===== src/rtl/multi_edge_counter_pkg.sv =====
`default_nettype none
// +----------------------------------------------------------------------+
// | multi_edge_cnt_pkg: shared types for the multi-channel edge counter. |
// | Rev 1.0                                                              |
// +----------------------------------------------------------------------+
package multi_edge_cnt_pkg;

    typedef enum logic [1:0] {
        EDGE_RISE = 2'b00,
        EDGE_FALL = 2'b01,
        EDGE_BOTH = 2'b10,
        EDGE_OFF  = 2'b11
    } edge_mode_t;

    localparam int MAX_N_CH = 16;

endpackage
`default_nettype wire


===== src/rtl/multi_edge_counter_edge_sync_detect.sv =====
`default_nettype none
// +----------------------------------------------------------------------+
// | edge_sync_detect: synchroniser chain, history flop and edge select   |
// | for one asynchronous input bit.                                      |
// | Rev 1.0                                                              |
// +----------------------------------------------------------------------+
module edge_sync_detect
    import multi_edge_cnt_pkg::*;
#(
    parameter int SYNC_STAGES = 2
) (
    input  logic       clk,
    input  logic       reset,
    input  logic       async_in,
    input  edge_mode_t edge_mode,
    output logic       edge_strobe
);

    logic [SYNC_STAGES-1:0] r_sync;
    logic                   r_hist;
    logic                   w_sync;
    logic                   w_rise;
    logic                   w_fall;

    always_ff @(posedge clk or posedge reset) begin
        if (reset) begin
            r_sync <= '0;
            r_hist <= 1'b0;
        end else begin
            r_sync <= {r_sync[SYNC_STAGES-2:0], async_in};
            r_hist <= r_sync[SYNC_STAGES-1];
        end
    end

    assign w_sync = r_sync[SYNC_STAGES-1];
    assign w_rise = w_sync & ~r_hist;
    assign w_fall = ~w_sync & r_hist;

    // Mode select is combinational so a mode change takes effect immediately.
    always_comb begin
        edge_strobe = 1'b0;
        unique case (edge_mode)
            EDGE_RISE: edge_strobe = w_rise;
            EDGE_FALL: edge_strobe = w_fall;
            EDGE_BOTH: edge_strobe = w_rise | w_fall;
            EDGE_OFF:  edge_strobe = 1'b0;
            default:   edge_strobe = 1'b0;
        endcase
    end

endmodule
`default_nettype wire


===== src/rtl/multi_edge_counter.sv =====
`default_nettype none
// +----------------------------------------------------------------------+
// | multi_edge_counter: N-channel saturating/wrapping edge counter.      |
// | Optional snapshot ports enabled by MULTI_EDGE_CNT_SNAPSHOT_EN.        |
// | Rev 1.0                                                              |
// +----------------------------------------------------------------------+
module multi_edge_counter
    import multi_edge_cnt_pkg::*;
#(
    parameter int N_CH        = 4,
    parameter int CNT_W       = 8,
    parameter int SYNC_STAGES = 2
) (
    input  logic                  clk,
    input  logic                  reset,
    input  logic [N_CH-1:0]       signal_in,
    input  edge_mode_t            edge_mode,
    input  logic                  sat_mode,
    input  logic [N_CH-1:0]       clr,
    output logic [N_CH*CNT_W-1:0] counter_out,
    output logic [N_CH-1:0]       overflow,
    output logic [N_CH-1:0]       event_pulse
`ifdef MULTI_EDGE_CNT_SNAPSHOT_EN
    ,
    input  logic                  snap,
    input  logic                  snap_clr,
    output logic [N_CH*CNT_W-1:0] snap_out,
    output logic                  snap_valid
`endif
);

    localparam logic [CNT_W-1:0] C_CNT_MAX = '1;

    logic w_snap_clr;

`ifdef MULTI_EDGE_CNT_SNAPSHOT_EN
    logic r_snap_valid;

    assign w_snap_clr = snap & snap_clr;

    always_ff @(posedge clk or posedge reset) begin
        if (reset) begin
            r_snap_valid <= 1'b0;
        end else if (snap) begin
            r_snap_valid <= 1'b1;
        end
    end

    assign snap_valid = r_snap_valid;
`else
    assign w_snap_clr = 1'b0;
`endif

    for (genvar i = 0; i < N_CH; i++) begin : g_ch
        logic             w_edge;
        logic             w_at_max;
        logic [CNT_W-1:0] w_cnt_next;
        logic [CNT_W-1:0] r_cnt;
        logic             r_ovf;
        logic             r_evt;

        edge_sync_detect #(
            .SYNC_STAGES (SYNC_STAGES)
        ) u_detect (
            .clk         (clk),
            .reset       (reset),
            .async_in    (signal_in[i]),
            .edge_mode   (edge_mode),
            .edge_strobe (w_edge)
        );

        assign w_at_max = (r_cnt == C_CNT_MAX);

        always_comb begin
            w_cnt_next = r_cnt;
            if (w_edge) begin
                if (w_at_max) begin
                    w_cnt_next = sat_mode ? C_CNT_MAX : '0;
                end else begin
                    w_cnt_next = r_cnt + 1'b1;
                end
            end
        end

        // Channel clear outranks everything, including a coincident edge.
        always_ff @(posedge clk or posedge reset) begin
            if (reset) begin
                r_cnt <= '0;
                r_ovf <= 1'b0;
                r_evt <= 1'b0;
            end else if (clr[i]) begin
                r_cnt <= '0;
                r_ovf <= 1'b0;
                r_evt <= 1'b0;
            end else begin
                r_cnt <= w_snap_clr ? '0 : w_cnt_next;
                r_ovf <= r_ovf | (w_edge & w_at_max);
                r_evt <= w_edge;
            end
        end

        assign counter_out[i*CNT_W +: CNT_W] = r_cnt;
        assign overflow[i]                   = r_ovf;
        assign event_pulse[i]                = r_evt;

`ifdef MULTI_EDGE_CNT_SNAPSHOT_EN
        logic [CNT_W-1:0] r_snap;

        // Captures the value the counter would take this cycle, before snap_clr.
        always_ff @(posedge clk or posedge reset) begin
            if (reset) begin
                r_snap <= '0;
            end else if (snap) begin
                r_snap <= clr[i] ? '0 : w_cnt_next;
            end
        end

        assign snap_out[i*CNT_W +: CNT_W] = r_snap;
`endif
    end

endmodule
`default_nettype wire


===== config.mk =====
export PLATFORM = sky130hd
export DESIGN_NAME = multi_edge_counter
export DESIGN_NICKNAME = d
export VERILOG_FILES = /design/src/rtl/multi_edge_counter_pkg.sv /design/src/rtl/multi_edge_counter_edge_sync_detect.sv /design/src/rtl/multi_edge_counter.sv
export SDC_FILE = /design/constraint.sdc
export NUM_CORES = 1
export LEC_CHECK = 0
export CAP_MARGIN = 20
export CORE_UTILIZATION = 54
export CTS_BUF_LIST = sky130_fd_sc_hd__clkbuf_8
export DETAILED_ROUTE_END_ITERATION = 6
export PLACE_DENSITY = 0.91
export SLEW_MARGIN = 30
export SYNTH_ARGS = -nofsm -noshare
export SYNTH_HDL_FRONTEND = slang
export SYNTH_HIERARCHICAL = 1
export SYNTH_SLANG_ARGS = --single-unit

===== constraint.sdc =====
create_clock -name clk -period 2.3 [get_ports clk]
set_clock_uncertainty 0.2 [all_clocks]
set_input_delay 0.23 -clock clk [delete_from_list [all_inputs] [get_ports clk]]
set_output_delay 0.23 -clock clk [all_outputs]
set_load 0.01 [all_outputs]

==> After elaboration in Yosys (flattened, before gate mapping) <==
Index checks and enable logic that the tools add are counted.
{ "totals": {"word_cells": 89, "out_inout_bits": 40, "inputBits": 13, "regBits": 52} }
{ "classes": {"muxes": 25, "addsub": 4, "bitwise_logic": 28, "eq_ne": 7, "n_reduce_logical": 5} }
{ "op_table": {"columns": ["cell", "n"], "rows": [
  ["two-way mux 8 bit", 13],
  ["adder 8 x 1 -> 8 bit (second input constant)", 4],
  ["equality test 8 bit (second input constant)", 4],
  ["case mux 1 bit (4 select lines)", 4],
  ["bitwise AND 1 bit", 12],
  ["two-way mux 1 bit", 8],
  ["NOT 1 bit", 8],
  ["bitwise OR 1 bit", 8],
  ["nonzero test 2 bit", 4],
  ["equality test 2 bit (second input constant)", 2],
  ["equality test 2 x 1 -> 1 bit (second input constant)", 1],
  ["logical NOT 2 bit", 1]
]} }

==> Depth between registers and ports, before layout <==
Gate-level depths: netlist (run 1).
{ "logic_depth": {"ltp_word": 7, "depth_mapped": 8, "ltp_nobuf": 8} }

==> By module <==
The synthesis (run 1) kept the hierarchy.
{ "modules_own_cells": {"columns": ["module", "instances", "seq_area_each_um2", "area_each_um2", "cells_per_inst"], "rows": [
  ["multi_edge_counter", 1, 1001.0, 2213.4, 239],
  ["edge_sync_detect", 4, 75.1, 133.9, 11]
]} }

==> Least setup slack after synthesis (run 1) <==
Ideal clock, no wire load.
{ "synth_timing": {"kind": "register -> register", "start": "register g_ch[1].u_detect.r_sync[1]", "end": "register g_ch[1].r_cnt[3]", "path_stages_with_launch": 8, "setup_time_ns": 0.083, "setup_slack_ns": 0.428, "n_path_buf": 0, "t_required_ns": 2.017, "synth_period_minus_slack_ns": 1.872, "arrival_time_ns": 1.589, "cell_sequence": "dfrtp_1 inv_1 ha_1 o22ai_1 and2b_1 o31a_1 a21oi_1 o21ai_0"} }
{ "synth_via": {"elab_chain_cells": 5, "elab_cells_between_ends": 6, "cone_classes": "1 x mux; 4 x bitwise; 1 x reduce/logical"} }
{ "synth_rtl": {"columns": ["element", "line", "source"], "rows": [
  ["from (decl)", "multi_edge_counter_edge_sync_detect.sv:19", "logic [SYNC_STAGES-1:0] r_sync;"],
  ["from (signal assigned)", "multi_edge_counter_edge_sync_detect.sv:30", "r_sync <= {r_sync[SYNC_STAGES-2:0], async_in};"],
  ["NOT 1 bit", "multi_edge_counter_edge_sync_detect.sv:37", "assign w_fall = ~w_sync & r_hist;"],
  ["bitwise AND 1 bit", "multi_edge_counter_edge_sync_detect.sv:37", null],
  ["bitwise OR 1 bit", "multi_edge_counter_edge_sync_detect.sv:45", "EDGE_BOTH: edge_strobe = w_rise | w_fall;"],
  ["case mux 1 bit (4 select lines) *", "multi_edge_counter_edge_sync_detect.sv:42", "unique case (edge_mode)"],
  ["named net g_ch[1].w_edge", "multi_edge_counter.sv:55", "logic w_edge;"],
  ["nonzero test 2 bit (no line) *", null, null],
  ["to (signal assigned)", "multi_edge_counter.sv:96", "r_cnt <= w_snap_clr ? '0 : w_cnt_next;"],
  ["to (decl)", "multi_edge_counter.sv:58", "logic [CNT_W-1:0] r_cnt;"]
]} }
The timed path passes the listed nets; every way through them passes the cells marked *.
A chain may end at the register's enable or synchronous reset.

==> Final worst setup path (run 1) <==
{ "layout_timing": {"start": "input edge_mode[0]", "end": "register g_ch[1].r_cnt[3]"} }
{ "layout_via": {"elab_chain_cells": 3, "elab_cells_between_ends": 6, "cone_classes": "3 x eq/ne; 1 x mux; 2 x reduce/logical"} }
{ "layout_rtl": {"columns": ["element", "line", "source"], "rows": [
  ["from (decl)", "multi_edge_counter.sv:17", "input edge_mode_t edge_mode,"],
  ["equality test 2 bit, or another cell as far along", "multi_edge_counter_edge_sync_detect.sv:42", null],
  ["case mux 1 bit (4 select lines) *", "multi_edge_counter_edge_sync_detect.sv:42", null],
  ["named net g_ch[1].w_edge", "multi_edge_counter.sv:55", null],
  ["nonzero test 2 bit (no line) *", null, null]
]} }
Marked as above.

==> results.md, run 1 <==
* Total grt overflow at 0
* Clock sink total at 52
* Cells after Synth at 283
* Number of global-route vias before repair at ~2,300
* Actual slew at the worst max-slew pin at approximately 360 ps
* Period utilization at 0.865
* Critical path, cell by cell: clkdlybuf4s50_1, mux2i_1, o22ai_1, and2b_1, o31a_1, a21oi_1, o21ai_0
* Min-Delay Path Class: input port to asynchronous set/reset pin
* # DRC at 0
* CTS root buffer: clkbuf_8
* Total track usage at 0.238
* Final Hold Vio Count at 0
* Post-CTS setup buffer count at 0
* CTS max path bufs at 2
* Area growth syn-to-layout at 25.3%
* Row cnt at 25
* Synthesis warning total at 6
* Nets@finish at 363
* Initial Util at 0.571
* Number of max-cap violations at 0
* Post-synth ARST share at 1.00
* Die Y at 73.3 µm
* Yosys top cell by area: dfrtp_1
* Post-synth cell types at 45
* First-pass GRT wire length at approximately 9900 µm
* Min cycle time layout at around 2000 ps
* Core ar. at 4820 µm²
* Final Setup Violations at 0
* Met1 GRT Util at 0.300
* Mapped Nets at between 300 and 400
* First DRT Iteration DRCs at about 140
* Worst setup EP type: register
* Final WL at about 5900 µm
* M2 GR Usage at 0.412
* DP Cell Count at 398
* Gp weighted congestion at 0.858
* Critical path class: input port to register
* Synthesis-stage register bit count at 52
* Clock slew at the register clock pins of the worst setup and hold paths at approximately 90 ps
* Worst Path Max Fanout at 8
* CTS Buf Count at 5
* Boundary Pins at 53
* Max-slew violations at 0
* Ys flop type: dfrtp_1
* Top-area cell type share of the netlist area at 0.473
* Global routing's busiest layer: met2
* Fmax at roughly 0.5 GHz
* CP required at around 2300 ps
* Rel. slew slack at 0.762
* Slowest-stage cell, CP: clkdlybuf4s50_1
* Final Non-Filler Cells at approximately 410
* Die ar. at between 5000 and 6000 µm²
* Vias/cell at roughly 5.8
* Dpl hpwl at between 4000 and 5000 µm
* CP peak stage delay at around 670 ps
* Worst Path Arrival at roughly 2000 ps
* CTS tree: done
* Initial antenna violation count at 0
* H-tree levels at 2
* ANT cells at 0
* Detailed-route via count at ~2,400
* Final instance area at ~3400 µm²
* Pwr/cell area at 522 nW/µm²
* Largest net degree at the start of global routing at 26
* Global routing usage on met3 at 0.0508
* # port buffers at 52
* Register area share after synthesis at 0.473
* RSZ-0062 raised after global routing: false
* Overall power at ~1.8 mW
* Startpoint Class: input port
* Hold-fix buffers at CTS at 0
* RR Startpoint: g_ch[2].r_cnt[0]
* Outcome: completed
* Die X at 73.3 µm
* Syn avg cell area at between 9 and 10 µm²
* Layout cells sized above 1 at 0.0855
* Synth top area cells: dfrtp_1 47%, ha_1 5.5%, o21ai_0 4.0%, nor2_1 3.6%, nand3_1 3.1%
* Worst vdd ir at approximately 0.00041 V
* Reg2Reg Depth at 5
* Lkg Pwr at approximately 1.5 nW
* Mapped Area at 2750 µm²
* Placed Area at approximately 3300 µm²
* Post-DR wirelength/cell at ~14 µm
* DRT antenna net count at 0
* Worst setup path startpoint: edge_mode[0]
* DRT Pass-1 Iters at 4
* Post-CTS Resized at 0
* Number of synthesized flops with an enable pin at 0
* Insertion delay to the later sink of the worst-skew pair at 300 ps
==> cells in the mapped netlist, drive strengths merged (2+ instances only) <==
cell type and n:
a211oi 3, a21oi 13, a22o 2, a311oi 5
a31oi 6, a32o 7, and2 2, and3 9
and4 5, buf 12, clkbuf 3, dfrtp 52
ha 12, inv 22, mux2i 7, nand2 13
nand2b 4, nand3 20, nand4 5, nor2 26
nor2b 3, nor3 8, o211a 2, o211ai 2
o21a 3, o21ai 22, o22ai 4, or3 2
==> state kept, by name (all words and copies together), names as in the netlist <==
| name | cells |
|---|---|
| g_ch.r_evt | 4 |
| g_ch.u_detect/r_sync | 8 |
| g_ch.r_cnt | 32 |
| g_ch.u_detect/r_hist | 4 |
| g_ch.r_ovf | 4 |
==> worst max-delay path, delay by kind of cell <==
| kind | cells | cell delay (ps) |
|---|---|---|
| AOI/OAI and AO/OA | 4 | 800 |
| and+or+nand+nor | 1 | 190 |
| muxes | 1 | 120 |
| buffers and inverters | 1 | 670 |
==> layer usage <==
metal	wire, µm	up-vias
met5	0	-
li1	-	1131
met4	48	0
met2	2930	81
met1	2580	1137
met3	301	7
==> report_power, final <==
group	switching, mW	internal, mW
combinational	0.109	0.100
sequential	0.0278	0.941
clock	0.296	0.322
total	0.433	1.36
==> cell type report <==
| cell class | instances | area, µm² |
|---|---|---|
| Fill cell | 388 | 1370 |
| Tap cell | 67 | 83.8 |
| Clock buffer | 5 | 68.8 |
| Sequential cell | 52 | 1300 |
| Timing Repair Buffer | 63 | 603 |
| Clock inverter | 3 | 42.5 |
| Multi-Input combinational cell | 194 | 1260 |
| Inverter | 22 | 82.6 |
==> cell usage in the layout (no fill, tap or decap), types with 2 or more instances in the layout <==
cell / Yosys / layout
a211oi_1: 2 / 2
and2_1: 2 / 2
a311oi_1: 5 / 5
clkdlybuf4s50_1: 0 / 52
a21oi_1: 13 / 13
mux2i_1: 7 / 7
inv_1: 22 / 22
nor3_1: 7 / 7
dfrtp_1: 52 / 52
nand4_1: 5 / 5
nand2_1: 13 / 13
ha_1: 12 / 12
nand3_1: 17 / 17
clkbuf_8: 0 / 5
nor2_1: 26 / 26
a31oi_1: 6 / 6
nor2b_1: 3 / 3
o211a_1: 2 / 2
or3_1: 2 / 2
and4_1: 4 / 4
nand3_2: 3 / 3
o21a_1: 3 / 3
buf_4: 10 / 11
a32o_1: 7 / 7
o22ai_1: 4 / 4
nand2b_1: 4 / 4
o21ai_0: 22 / 22
and3_1: 8 / 8
o211ai_1: 2 / 2
==> worst paths after layout <==
check / slack, ps / endpoint
min in group clk: 150 / g_ch[1].u_detect/r_sync[1]
min reg2reg: 150 / g_ch[1].u_detect/r_sync[1]
min: 10 / g_ch[0].u_detect/r_sync[0]
max reg2reg: 340 / g_ch[2].r_cnt[5]
max: 310 / g_ch[1].r_cnt[3]
max in group asynchronous: 1410 / g_ch[2].r_cnt[7]
==> logic make-up after synthesis <==
| logic type | share of synthesized area |
|---|---|
| AND/OR/NAND/NOR | 0.198 |
| AO/OA/AOI/OAI | 0.182 |
| flip-flops | 0.473 |
| buffers and inverters | 0.0674 |
| adder cells (fa/ha/maj) | 0.0546 |
| multiplexers | 0.0255 |
==> stage by stage <==
| stage | utilization | hold WS (ps) | TNS, ps | setup WS, ps |
|---|---|---|---|---|
| after detailed placement | 0.692 | 135 | -2.19 | -2.19 |
| after CTS | 0.715 | 14.0 | 0 | 320 |
| after global placement | 0.692 | 131 | 0 | 116 |
| after global routing | 0.715 | 27.6 | 0 | 120 |
| after floorplan | - | -216 | 0 | 428 |
| final | 0.715 | 13.7 | 0 | 310 |
Power figures use the tool's default switching activity.
==> run 2, diff against run 1 <==
--- a/config.mk
+++ b/config.mk
@@ -6,10 +6,10 @@
 export NUM_CORES = 1
 export LEC_CHECK = 0
 export CAP_MARGIN = 20
-export CORE_UTILIZATION = 54
+export CORE_UTILIZATION = 40
 export CTS_BUF_LIST = sky130_fd_sc_hd__clkbuf_8
 export DETAILED_ROUTE_END_ITERATION = 6
-export PLACE_DENSITY = 0.91
+export PLACE_DENSITY = 0.72
 export SLEW_MARGIN = 30
 export SYNTH_ARGS = -nofsm -noshare
 export SYNTH_HDL_FRONTEND = slang
==> run 2 against run 1 <==
- routed wire length decreased by 2.0%
- largest cell class unchanged
- count of clock-buffer cells in the layout increased by 2
- sequential share of layout area rose by 0.19 points
- design area down 0.51%
- sequential power hardly changed
- register-to-register slack better by 20 ps
- the flow now finishes with violations (design-rule violations)
- largest power group unchanged
==> results.md, run 2 (synthesis gave the netlist of run 1 again) <==
* CTS max path bufs at 2 (unchanged)
* CP peak stage delay at 660 ps (was 670 ps)
* First DRT Iteration DRCs at 113 (was 144)
* Slowest-stage cell, CP: clkdlybuf4s50_1 (unchanged)
* Initial Util at 0.423 (was 0.571)
* Layout cells sized above 1 at 0.0774 (was 0.0855)
* Nets@finish at 361 (was 363)
* Worst vdd ir at 0.000338 V (was 0.000405 V)
* Worst Path Arrival at 1930 ps (was 2010 ps)
* Startpoint Class: input port (unchanged)
* Max-slew violations at 0 (unchanged)
* Hold slack at 14.4 ps (was 13.7 ps)
* # port buffers at 52 (unchanged)
* Vias/cell at 5.58 (was 5.80)
* CTS Buf Count at 5 (unchanged)
* Die X at 84.9 µm (was 73.3 µm)
* Post-CTS setup buffer count at 0 (unchanged)
* Filler instances at 568 (was 388)
* # DRC at 4 (was 0)
* Rel. slew slack at 0.731 (was 0.762)
* Largest net degree at the start of global routing at 27 (was 26)
* Pwr/cell area at 506 nW/µm² (was 522 nW/µm²)
* Number of max-cap violations at 0 (unchanged)
* First-pass GRT wire length at 9660 µm (was 9910 µm)
* DRT Pass-1 Iters at 6 (was 4)
* Top cell by count, worst path: mux2i_1
* Final instance area at 3430 µm² (was 3440 µm²)
* Failing checks: design-rule violations
* Hold-fix buffers at CTS at 0 (unchanged)
* Boundary Pins at 53 (unchanged)
* Worst setup EP type: register (unchanged)
* Slack of the worst reg-to-reg path at 360 ps (was 340 ps)
* Final WL at 5750 µm (was 5860 µm)
* Max FFs per register at 32 (unchanged)
* DRT antenna net count at 0 (unchanged)
* Lkg Pwr at 1.52 nW (was 1.53 nW)
* Post-CTS Resized at 0 (unchanged)
* Gp weighted congestion at 0.835 (was 0.858)
* Final Setup Violations at 0 (unchanged)
* Fmax at 0.514 GHz (was 0.502 GHz)
* Worst Path Max Fanout at 8 (unchanged)
* CTS tree: done (unchanged)
* Worst slack at placement at 43.6 ps (was -2.19 ps)
* Most frequent cells in the layout: 52 x dfrtp_1, 52 x clkdlybuf4s50_1, 26 x nor2_1, 22 x o21ai_0, 22 x inv_1 (unchanged)
* RSZ-0062 raised after global routing: false (unchanged)
* Initial antenna violation count at 0 (unchanged)
* Total grt overflow at 0 (unchanged)
* Placed Area at 3330 µm² (about the same)
* CP required at 2290 ps (was 2320 ps)
* Detailed-route via count at 2,305 (was 2,356)
* Overall power at 1.73 mW (was 1.80 mW)
* Row cnt at 29 (was 25)
* Top reg by flops: g_ch.r_cnt (unchanged)
* Final Hold Vio Count at 0 (unchanged)
* Total track usage at 0.168 (was 0.238)
* Min cycle time layout at 1950 ps (was 1990 ps)
* H-tree levels at 2 (unchanged)
* Min-Delay Path Class: input port to asynchronous set/reset pin (unchanged)
* Critical path, cell by cell: clkdlybuf4s50_1, mux2i_1, o22ai_1, and4_2, nand3_1, mux2i_1, nor2_1 (was clkdlybuf4s50_1, mux2i_1, o22ai_1, and2b_1, o31a_1, a21oi_1, o21ai_0)
* Core ar. at 6490 µm² (was 4820 µm²)
* ANT cells at 0 (unchanged)
* CTS root buffer: clkbuf_8 (unchanged)
* Top flop regs: g_ch.r_cnt: 32 flops, g_ch.u_detect/r_sync: 8 flops (unchanged)
* Period utilization at 0.847 (was 0.865)
* Setup TNS at 0 ps (unchanged)
* Dpl hpwl at 4160 µm (was 4300 µm)
* Critical path class: input port to register (unchanged)
* DP Cell Count at 406 (was 398)
* Post-DR wirelength/cell at 13.9 µm (was 14.4 µm)
* Outcome: finished with violations (was completed)
* Insertion delay to the later sink of the worst-skew pair at 300 ps (about the same)
* Number of global-route vias before repair at 2,149 (was 2,270)
* Clock sink total at 52 (unchanged)
* Final Non-Filler Cells at 413 (was 406)
* Actual slew at the worst max-slew pin at 403 ps (was 355 ps)
* Final Util at 0.528 (was 0.715)
* Area growth syn-to-layout at 24.7% (was 25.3%)
* Clock slew at the register clock pins of the worst setup and hold paths at 90 ps (about the same)
* Die Y at 84.9 µm (was 73.3 µm)
* Final worst setup slack at 353 ps (was 310 ps)
* Die ar. at 7210 µm² (was 5380 µm²)
## run 2: cell count changes in the layout (fill, tap and decap cells not counted), sizes merged
| cell | change |
|---|---|
| buf | -2 |
| bufinv | -1 |
| clkbuf | +2 |
| clkinv | -1 |
| clkinvlp | -1 |
## run 2: path summary, 6_finish.rpt
kind	from	to	cells after the start
hold reg to reg	g_ch[2].u_detect/r_sync[0]	g_ch[2].u_detect/r_sync[1]	0
setup reg to reg	g_ch[0].r_cnt[0]	g_ch[0].r_cnt[3]	5
setup / recovery	edge_mode[0]	g_ch[2].r_cnt[6]	7
min in group clk	g_ch[2].u_detect/r_sync[0]	g_ch[2].u_detect/r_sync[1]	0
max in group asynchronous	reset	g_ch[1].r_cnt[6]	3
hold / removal	reset	g_ch[2].u_detect/r_hist	2
## run 2: power by group
part / switching, mW / internal (mW)
Combinational: 0.108 / 0.0984
Clock: 0.291 / 0.269
Sequential: 0.0273 / 0.941
Total: 0.427 / 1.31
## run 2: critical path: cells and delay by family
kind | cells | cell delay (ps)
buf+inv | 1 | 660
simple gates | 3 | 450
compound gates | 1 | 310
mux | 2 | 290
## run 2: per-layer routing
metal	track usage	vias up	wire length, µm
met5	0	-	0
met4	0.0570	0	55
met3	0.0467	4	357
met2	0.281	81	2710
met1	0.210	1094	2620
li1	-	1126	-
## run 2: cell type report
class                           count  area (µm²)  area share
Multi-Input combinational cell    194        1260       0.368
Tap cell                           77        96.3      0.0281
Clock buffer                        7        96.3      0.0281
Sequential cell                    52        1300       0.380
Inverter                           22        82.6      0.0241
Timing Repair Buffer               61         588       0.172
==> run 3, diff against run 2 <==
==> constraint.sdc (replaced) <==
create_clock -name clk -period 2 [get_ports clk]
set_clock_uncertainty 0.2 [all_clocks]
set_input_delay 0.2 -clock clk [delete_from_list [all_inputs] [get_ports clk]]
set_output_delay 0.2 -clock clk [all_outputs]
set_load 0.01 [all_outputs]
==> run 3 against run 2 <==
- the run still ends with design-rule violations left
- register-to-register slack worse by 210 ps
- sequential share of layout area down 1.4 points
- cell count grew 3.9%
==> results.md, run 3 (synthesis gave the netlist of run 1 again) <==
* Initial antenna violation count at 0 (unchanged)
* Initial Util at 0.423 (unchanged)
* DRT Pass-1 Iters at 7 (was 6)
* Slowest-stage cell, CP: dfrtp_1 (was clkdlybuf4s50_1)
* Worst setup EP type: register (unchanged)
* Max-slew violations at 0 (unchanged)
* CTS Buf Count at 5 (unchanged)
* First DRT Iteration DRCs at 140 (was 113)
* DRT antenna net count at 0 (unchanged)
* Insertion delay to the later sink of the worst-skew pair at 300 ps (about the same)
* Max FFs per register at 32 (unchanged)
* Net switching power at 0.500 mW (was 0.427 mW)
* Clock slew at the register clock pins of the worst setup and hold paths at 90 ps (about the same)
* Boundary Pins at 53 (unchanged)
* # DRC at 4 (unchanged)
* Post-DR wirelength/cell at 13.5 µm (was 13.9 µm)
* Final Non-Filler Cells at 429 (was 413)
* Core ar. at 6490 µm² (unchanged)
* Final Hold Vio Count at 0 (unchanged)
* Number of global-route vias before repair at 2,162 (was 2,149)
* Top flop regs: g_ch.r_cnt: 32 flops, g_ch.u_detect/r_sync: 8 flops (unchanged)
* Worst slack at placement at -166 ps (was 43.6 ps)
* Top reg by flops: g_ch.r_cnt (unchanged)
* Placed Area at 3440 µm² (was 3330 µm²)
* Detailed-route via count at 2,364 (was 2,305)
* CP peak stage delay at 380 ps (was 660 ps)
* Die X at 84.9 µm (unchanged)
* First-pass GRT wire length at 9790 µm (was 9660 µm)
* Min-Delay Path Class: input port to register (was input port to asynchronous set/reset pin)
* ANT cells at 0 (unchanged)
* Final instance area at 3550 µm² (was 3430 µm²)
* Dpl hpwl at 4310 µm (was 4160 µm)
* Period utilization at 0.924
* Sw Share at 0.251 (was 0.246)
* Total grt overflow at 0 (unchanged)
* Overall power at 1.99 mW (was 1.73 mW)
* Vias/cell at 5.51 (was 5.58)
* CP required at 2000 ps (was 2290 ps)
* CTS root buffer: clkbuf_8 (unchanged)
* Clock sink total at 52 (unchanged)
* Final WL at 5810 µm (was 5750 µm)
* Fmax at between 0.5 and 0.6 GHz
* Startpoint Class: register (was input port)
* Critical path, cell by cell: inv_1, ha_1, o22ai_1, buf_4, and2_1, a31oi_1, a311oi_1 (was clkdlybuf4s50_1, mux2i_1, o22ai_1, and4_2, nand3_1, mux2i_1, nor2_1)
* Worst vdd ir at 0.000266 V (was 0.000338 V)
* Final Setup Violations at 0 (unchanged)
* Final Util at 0.547 (was 0.528)
* Setup TNS at 0 ps (unchanged)
* Lkg Pwr at 1.60 nW (was 1.52 nW)
* Gp weighted congestion at 0.845 (was 0.835)
* Row cnt at 29 (unchanged)
* Number of max-cap violations at 0 (unchanged)
* Die Y at 84.9 µm (unchanged)
* Share of power burned in the clock network at 0.306 (was 0.323)
* Nets@finish at 376 (was 361)
* Outcome: finished with violations (unchanged)
* Die ar. at 7210 µm² (unchanged)
* Failing checks: design-rule violations (unchanged)
* Worst Path Arrival at 1840 ps (was 1930 ps)
* Largest net degree at the start of global routing at 27 (unchanged)
* Rel. slew slack at 0.742 (was 0.731)
* Part of the power in registers at 0.554 (was 0.558)
* Layout cells sized above 1 at 0.119 (was 0.0774)
* CTS tree: done (unchanged)
* RSZ-0062 raised after global routing: true (was false)
* Pwr/cell area at 561 nW/µm² (was 506 nW/µm²)
* Comb pwr share at 0.141 (was 0.119)
* Actual slew at the worst max-slew pin at 386 ps (was 403 ps)
* Min cycle time layout at around 1800 ps
* Critical path class: register to register (was input port to register)
* Hold slack at 133 ps (was 14.4 ps)
* Worst Path Max Fanout at 9 (was 8)
* Area growth syn-to-layout at 29.3% (was 24.7%)
* DP Cell Count at 420 (was 406)
* H-tree levels at 2 (unchanged)
* Total track usage at 0.168 (about the same)
* Most frequent cells in the layout: 52 x dfrtp_1, 52 x clkdlybuf4s50_1, 26 x nor2_1, 24 x inv_1, 23 x buf_4 (was 52 x dfrtp_1, 52 x clkdlybuf4s50_1, 26 x nor2_1, 22 x o21ai_0, 22 x inv_1)
* Final worst setup slack at 152 ps (was 353 ps)
* # port buffers at 52 (unchanged)
* CTS max path bufs at 2 (unchanged)
* Internal at 1.49 mW (was 1.31 mW)
run 3: repair_timing:
action	4_1_cts	5_1_grt
endpoints found under the setup margin	0	9
hold endpoints to repair	12	0
resized for setup	0	5
hold buffers	1	0
setup buffers	0	0
run 3: power groups by stage:
stage	Combinational (mW)	Sequential, mW	Clock [mW]
after floorplan	0.124	1.13	0
after global placement	0.271	1.12	0
after detailed placement	0.277	1.13	0
after CTS	0.280	1.10	0.633
after global routing	0.312	1.11	0.666
final	0.280	1.10	0.610
run 3: area by class of cell:
class / count / area, µm²
Timing Repair Buffer: 76 / 703
Inverter: 22 / 82.6
Sequential cell: 52 / 1300
Fill cell: 566 / 2940
Clock buffer: 6 / 82.6
Multi-Input combinational cell: 194 / 1280
Clock inverter: 2 / 7.51
Tap cell: 77 / 96.3
run 3: worst max-delay path, delay by kind of cell, from the launching register on:
kind                       cells  cell delay, ps
AOI/OAI and AO/OA              3             460
adders and majority gates      1             280
buffers and inverters          2             240
DFF                            1             380
and+or+nand+nor                1             180
run 3: final timing paths:
path                                       startpoint                         end  slack (ps)  cells after the start
max in group asynchronous                       reset            g_ch[1].r_cnt[5]         590                      4
setup reg to reg           g_ch[3].u_detect/r_sync[1]            g_ch[3].r_cnt[6]         150                      7
hold reg to reg            g_ch[2].u_detect/r_sync[0]  g_ch[2].u_detect/r_sync[1]         150                      0
setup / recovery           g_ch[3].u_detect/r_sync[1]            g_ch[3].r_cnt[6]         150                      7
hold / removal                           signal_in[0]  g_ch[0].u_detect/r_sync[0]         130                      1
min in group asynchronous                       reset  g_ch[2].u_detect/r_sync[1]         520                      3
run 3: routing by layer:
metal	track usage	part of all wire
met1	0.222	0.48
met2	0.285	0.47
met3	0.0311	0.044
met4	0.0478	0.010
met5	0	0
